`src/rtl/cordic_pkg.sv`:
```
// Shared types and constants for the CORDIC vectoring sequencer and its datapath muxes.
`default_nettype none
`timescale 1ns/1ps

package cordic_pkg;

  typedef enum logic [1:0] {
    ST_IDLE = 2'd0,
    ST_LOAD = 2'd1,
    ST_ITER = 2'd2,
    ST_DONE = 2'd3
  } state_t;

  localparam logic [1:0] SEL_LOAD    = 2'd0;
  localparam logic [1:0] SEL_ROT_POS = 2'd1;
  localparam logic [1:0] SEL_ROT_NEG = 2'd2;
  localparam logic [1:0] SEL_HOLD    = 2'd3;

  localparam int DEF_WORD_WIDTH = 16;
  localparam int DEF_ITERATIONS = 12;
  localparam int DEF_CNT_WIDTH  = 4;

endpackage

`default_nettype wire

```
`src/rtl/cordic_iter_counter.sv`:
```
// Micro-rotation index counter: clear has priority, wraps to 0 after the terminal count.
`default_nettype none
`timescale 1ns/1ps

module cordic_iter_counter #(
  parameter int ITERATIONS = 12,
  parameter int CNT_WIDTH  = 4
) (
  input  logic                 clk,
  input  logic                 rst_n,
  input  logic                 clr,
  input  logic                 en,
  output logic [CNT_WIDTH-1:0] cnt,
  output logic                 tc
);

  localparam logic [CNT_WIDTH-1:0] LAST_IDX = CNT_WIDTH'(ITERATIONS - 1);

  logic [CNT_WIDTH-1:0] cnt_q;
  logic [CNT_WIDTH-1:0] cnt_d;

  assign tc  = (cnt_q == LAST_IDX);
  assign cnt = cnt_q;

  // Returning to 0 at the terminal count keeps ITERATIONS == 2**CNT_WIDTH overflow-free.
  always_comb begin
    cnt_d = cnt_q;
    if (clr) begin
      cnt_d = '0;
    end else if (en) begin
      cnt_d = tc ? '0 : cnt_q + CNT_WIDTH'(1);
    end
  end

  always_ff @(posedge clk or negedge rst_n) begin
    if (!rst_n) begin
      cnt_q <= '0;
    end else begin
      cnt_q <= cnt_d;
    end
  end

endmodule

`default_nettype wire

```
`src/rtl/cordic_vectoring_ctrl.sv`:
```
// CORDIC vectoring-mode sequencer: drives the x/y/z mux select and register enable,
// steps the iteration index, and handshakes start/done.
`default_nettype none
`timescale 1ns/1ps

module cordic_vectoring_ctrl
  import cordic_pkg::*;
#(
  parameter int WORD_WIDTH = DEF_WORD_WIDTH,
  parameter int ITERATIONS = DEF_ITERATIONS,
  parameter int CNT_WIDTH  = DEF_CNT_WIDTH
) (
  input  logic                 clk,
  input  logic                 rst_n,
  input  logic                 start,
  input  logic                 abort,
  input  logic                 y_sign,
  output logic [1:0]           sel,
  output logic                 reg_en,
  output logic [CNT_WIDTH-1:0] iter_idx,
  output logic                 busy,
  output logic                 done
);

  if (WORD_WIDTH < 1 || ITERATIONS < 1 || ITERATIONS > 2**CNT_WIDTH) begin : g_param_check
    $error("cordic_vectoring_ctrl: illegal WORD_WIDTH/ITERATIONS/CNT_WIDTH combination");
  end

  state_t state_q;
  state_t state_d;
  logic   cnt_clr;
  logic   cnt_en;
  logic   cnt_tc;

  assign cnt_en  = (state_q == ST_ITER);
  assign cnt_clr = (state_q != ST_ITER) || abort;

  cordic_iter_counter #(
    .ITERATIONS(ITERATIONS),
    .CNT_WIDTH (CNT_WIDTH)
  ) u_iter_counter (
    .clk  (clk),
    .rst_n(rst_n),
    .clr  (cnt_clr),
    .en   (cnt_en),
    .cnt  (iter_idx),
    .tc   (cnt_tc)
  );

  always_comb begin
    state_d = state_q;
    case (state_q)
      ST_IDLE: if (start) state_d = ST_LOAD;
      ST_LOAD: state_d = abort ? ST_IDLE : ST_ITER;
      ST_ITER: begin
        if (abort) begin
          state_d = ST_IDLE;
        end else if (cnt_tc) begin
          state_d = ST_DONE;
        end
      end
      ST_DONE: state_d = start ? ST_LOAD : ST_IDLE;
      default: state_d = ST_IDLE;
    endcase
  end

  always_ff @(posedge clk or negedge rst_n) begin
    if (!rst_n) begin
      state_q <= ST_IDLE;
    end else begin
      state_q <= state_d;
    end
  end

  // Only sel looks at a live input: the rotation direction must track y's sign in the same cycle.
  always_comb begin
    sel = SEL_HOLD;
    case (state_q)
      ST_LOAD: sel = SEL_LOAD;
      ST_ITER: sel = y_sign ? SEL_ROT_POS : SEL_ROT_NEG;
      default: sel = SEL_HOLD;
    endcase
  end

  assign reg_en = (state_q == ST_LOAD) || (state_q == ST_ITER);
  assign busy   = reg_en;
  assign done   = (state_q == ST_DONE);

endmodule

`default_nettype wire

```
`config.mk`:
```
export PLATFORM = sky130hd
export DESIGN_NAME = cordic_vectoring_ctrl
export DESIGN_NICKNAME = d
export VERILOG_FILES = /design/src/rtl/cordic_pkg.sv /design/src/rtl/cordic_iter_counter.sv /design/src/rtl/cordic_vectoring_ctrl.sv
export SDC_FILE = /design/constraint.sdc
export NUM_CORES = 1
export LEC_CHECK = 0
export CORE_AREA = 2 2 39 41
export DETAILED_ROUTE_END_ITERATION = 10
export DIE_AREA = 0 0 41 43
export PLACE_DENSITY = 0.66
export SETUP_SLACK_MARGIN = 0.02
export SLEW_MARGIN = 20
export SYNTH_ARGS = -nofsm -noshare
export SYNTH_HDL_FRONTEND = slang
export SYNTH_SLANG_ARGS = --single-unit
```
`constraint.sdc`:
```
create_clock -name clk -period 2 [get_ports clk]
set_clock_uncertainty 0.15 [all_clocks]
set_input_delay 0.3 -clock clk [delete_from_list [all_inputs] [get_ports clk]]
set_output_delay 0.3 -clock clk [all_outputs]
set_load 0.005 [all_outputs]
```
# --- Yosys cells after proc, flatten, opt, wreduce, memory -nomap -nowiden ---
# Index checks and enable logic that the tools add are counted.
op_classes:
  n_addsub: 1
  n_eq_ne: 7
  n_mux: 11
  reduce_logical: 5
op_table:
  columns: ["operator", "count"]
  rows:
  - ["$mux 4", 3]
  - ["$mux 2", 5]
  - ["$pmux 2 s4", 1]
  - ["$add 4x1->4 const B", 1]
  - ["$eq 2x2->1 const B", 2]
  - ["$eq 4x4->1 const B", 1]
  - ["$ne 2x2->1 const B", 2]
  - ["$pmux 2 s2", 1]
  - ["$ne 3x2->1 const B", 1]
  - ["$eq 2x1->1 const B", 1]
  - ["$logic_not 2->1", 1]
  - ["$logic_or 1x1->1", 2]
  - ["$reduce_and 2->1", 1]
  - ["$reduce_bool 2->1", 1]
  - ["$mux 1", 1]
totals:
  reg_bits: 6
  in_bits: 5
  out_inout_bits: 9
  elab_cells: 26

# --- Longest topological paths before layout ---
depth:
  ltp_word: 4
  ltp_mapped: 5
  ltp_nobuf: 5

# --- Modules after synthesis ---
# From an unflattened synthesis, not the netlist that was laid out.
hier_totals:
  cells_unflattened: 46
  hier_area_um2: 422.9
by_module_without_submodules:
  columns: ["module", "n_inst", "cells_per_inst", "area_each_um2", "seq_area_each_um2"]
  rows:
  - ["cordic_iter_counter", 1, 23, 214.0, 100.1]
  - ["cordic_vectoring_ctrl", 1, 23, 209.0, 50.0]

# --- Worst setup path after synthesis ---
# Ideal clock, no wire load.
synth_timing:
  kind: "register to register"
  startpoint: "register state_q[0]"
  endpoint: "register state_q[1]"
  setup_time_ns: 0.125
  arrival_time_ns: 1.308
  required_time_ns: 1.725
  slack_ns: 0.417
  path_stages_with_launch: 6
  n_path_buf: 0
  period_less_slack_ns: 1.583
  cell_sequence: "dfrtp_1 inv_1 ha_1 and2b_4 a21bo_1 mux2_4"
synth_via:
  elab_chain_cells: 3
  elab_cells_between_ends: 8
  classes_between: "eq/ne: 5; mux: 1; reduce/logical: 2"
synth_lines:
  columns: ["element", "line_no", "rtl"]
  rows:
  - ["start: declaration", "cordic_vectoring_ctrl.sv:29", "state_t state_q;"]
  - ["start signal: assignment", "cordic_vectoring_ctrl.sv:71", "state_q <= state_d;"]
  - ["$eq 2x2->1 or $logic_not 2->1 (tied branches)", "cordic_vectoring_ctrl.sv:52", "case (state_q)"]
  - ["$ne 3x2->1 (no source line) or $ne 2x2->1 (tied branches)", null, null]
  - ["$reduce_and 2->1 (no source line)", null, null]
# Parallel ways exist; a longest one is shown, timed or not.
# A chain may end at the register's enable or synchronous reset.

# --- Worst setup path after layout ---
layout_timing:
  startpoint: "register state_q[1]"
  endpoint: "output busy"
layout_via:
  elab_chain_cells: 2
  elab_cells_between_ends: 3
  classes_between: "eq/ne: 2; reduce/logical: 1"
layout_lines:
  columns: ["element", "line_no", "rtl"]
  rows:
  - ["$eq 2x1->1 or $eq 2x2->1 (tied branches)", "cordic_vectoring_ctrl.sv:85", "assign reg_en = (state_q == ST_LOAD) || (state_q == ST_ITER);"]
  - ["$logic_or 1x1->1 (*)", "cordic_vectoring_ctrl.sv:85", null]
  - ["end: declaration", "cordic_vectoring_ctrl.sv:21", "output logic busy,"]
# Mark *: on every way between the ends. The rest lies on a longest branch, timed or not.

==> results.md <==
- Crit. End Element: output port
- DP HPWL: roughly 570 µm
- Synthesized cell area: about 390 µm²
- Setup-failing EPs final: 0
- WHS: roughly 0.15 ns
- Clk buf depth: 2
- Pre-CTS WS: roughly 0.094 ns
- Synth top area cells: dfrtp_1 (38%), ha_1 (19%), nand3b_4 (5.1%)
- Maximum vdd drop: approximately 0.46 mV
- Register-to-register setup slack: approximately 0.13 ns
- PortBufs: 13
- Finished Layout Cells: 78
- Num CTS Buffers: 3
- Routed Antenna Nets: 0
- H-tree depth: 1
- Mapped Nets: 46
- Post-synthesis async set-or-reset flop share: 100%
- EDFF count, synth: 0
- Netlist cell types: 21
- Max Cap Violations: 0
- Pleak: 0.364 nW
- Period Utilization, post-route: ~97%
- Die footprint: 1760 µm²
- CTS tree: yes
- Drt first pass iters: 2
- Status: complete, no violations
- Antenna cells: 0
- Num rows: 14
- Design area: 676 µm²
- CTS sink cnt: 6
- Seq cells post-synth: 6
- Post-DP Area: approximately 530 µm²
- Critical path required time: 1.55 ns
- Routed vias/inst: around 4.4
- Share of layout cells above drive strength 1: 38.7%
- Critical path class: reg2out
- Yosys top cell area share: roughly two fifths
- Gate Count Post-Synth: 35
- Vias: about 340
- Max Freq: 514 MHz
- Die Wd: between 40 and 50 µm
- Wirelength per Cell: roughly 11 µm
- Layout area overhead: 72.5%
- Post-Syn Area per Cell: 11.2 µm²
- Reg area: ~150 µm²
- Crit start category: register
- Main flop type after synthesis: dfrtp_1
- Die extent in y: 43 µm
- Drt initial violations: 1
- Fill count: 140
- Cells after DPL: between 60 and 70
- Total grt overflow: 0
- Clock Latency Late Sink: around 0.24 ns
- Core footprint: around 1400 µm²
- RD Place Congestion: ~0.64
- Dominant cell type by area after synthesis: dfrtp_1
- Root Buffer: clkbuf_4
- Commonest cells post-synth: dfrtp_1 (6), ha_1 (6), nor2_1 (4)
- Initial antenna violation count: 0
- Total track usage: 11.7%
- Warnings from Yosys: 0
- Number of global-route vias before repair: around 330
- Multi-input logic area: roughly 250 µm²
- Crit path DAT: roughly 1.5 ns
- Seq/Total Area, Yosys: 38.3%
- Minimum clock period: about 1.9 ns
- I/O pin cnt: 14
- Hold-fix buffers, CTS: 0
- Starting density of the core: 28.3%
- Fin worst setup slack: 0.0547 ns
- Final Hold Vio Count: 0
- Slew HR: 81.5%
- DRC violations left: 0
- Clk slew on worst S/H paths: around 0.040 ns
- Cell Pwr Density: between 1000 and 1500 nW/µm²
- Final TNS setup: 0 ns
- First-pass GRT wire length: approximately 1.3 mm
- Largest net degree at the start of global routing: 7
- Max-slew violation count: 0
- Hold Crit Class: in2async
- DRT Wirelength: between 800 and 900 µm
- Worst-margin pin slew: around 0.28 ns
- Nets@finish: 75
- Max Fanout on Critical Path: 4
- RSZ-0062 raised after global routing: true
[stage by stage]
stage | util (%) | total power [W]
after detailed placement | 38.6 | 0.000475
after floorplan | - | 0.000336
after CTS | 47.6 | 0.000763
final | 48.8 | 0.000784
after global placement | 38.6 | 0.000477
after global routing | 48.8 | 0.000845
[cells by family (layout without fill, tap and decap cells)]
group	count (synthesis)	count (layout)	share of synthesized area (%)
multiplexers	2	2	6.39
AND/OR/NAND/NOR	12	12	20.1
XOR/XNOR	2	2	4.47
adder cells (fa/ha/maj)	6	6	19.2
AO/OA/AOI/OAI	4	4	7.67
flip-flops	6	6	38.3
buffers and inverters	3	30	3.84
[worst max-delay path, cell delays in order, from the launching register on]
cell	delay, ns
dfrtp_2	0.40
inv_2	0.07
ha_1	0.28
clkdlybuf4s50_1	0.49
[layout make-up]
| cell class | instances | share of cell area [%] |
|---|---|---|
| flip-flops and latches | 6 | 22.4 |
| well taps | 16 | 2.96 |
| clock buffers | 3 | 3.33 |
| inverters | 2 | 1.11 |
| multi-input cells | 26 | 37.6 |
| repair buffers | 25 | 32.6 |
[path summary, 6_finish.rpt]
kind	start	endpoint	cells after the start
max	state_q[1]	busy	3
min in group clk	u_iter_counter.cnt[0]	u_iter_counter.cnt[0]	1
max in group asynchronous	rst_n	state_q[1]	1
max reg2reg	state_q[0]	state_q[1]	11
min	rst_n	u_iter_counter.cnt[2]	1
min reg2reg	u_iter_counter.cnt[0]	u_iter_counter.cnt[0]	1
[layout by cell type, fill, tap and decap left out, types with 2 or more instances in the layout]
master	n
buf_4	12
clkdlybuf4s50_1	10
dfrtp_1	5
ha_1	4
nor2_1	3
clkbuf_4	3
inv_2	2
ha_4	2
dlygate4sd2_1	2
[sequential cells by signal, indices dropped and copies added (netlist names)]
signal,flops
state_q,2
u_iter_counter.cnt,4
[power breakdown]
part           internal (W)  switching [W]
Sequential         0.000142      0.0000205
Clock             0.0000679      0.0000437
Combinational      0.000334       0.000176
Total              0.000545       0.000240
[routing by layer]
layer	track usage [%]	wire length [µm]	vias to the layer above
met5	0	0	-
met4	14.0	31	0
met3	1.05	63	4
met1	13.6	341	152
li1	-	-	171
met2	15.9	409	17
[what timing repair did]
item | CTS | global route
gates resized for setup | 10 | 1
pin swaps | 1 | 0
endpoints found under the setup margin | 4 | 5
setup buffers | 10 | 2
(Power assumes the default switching activity.)
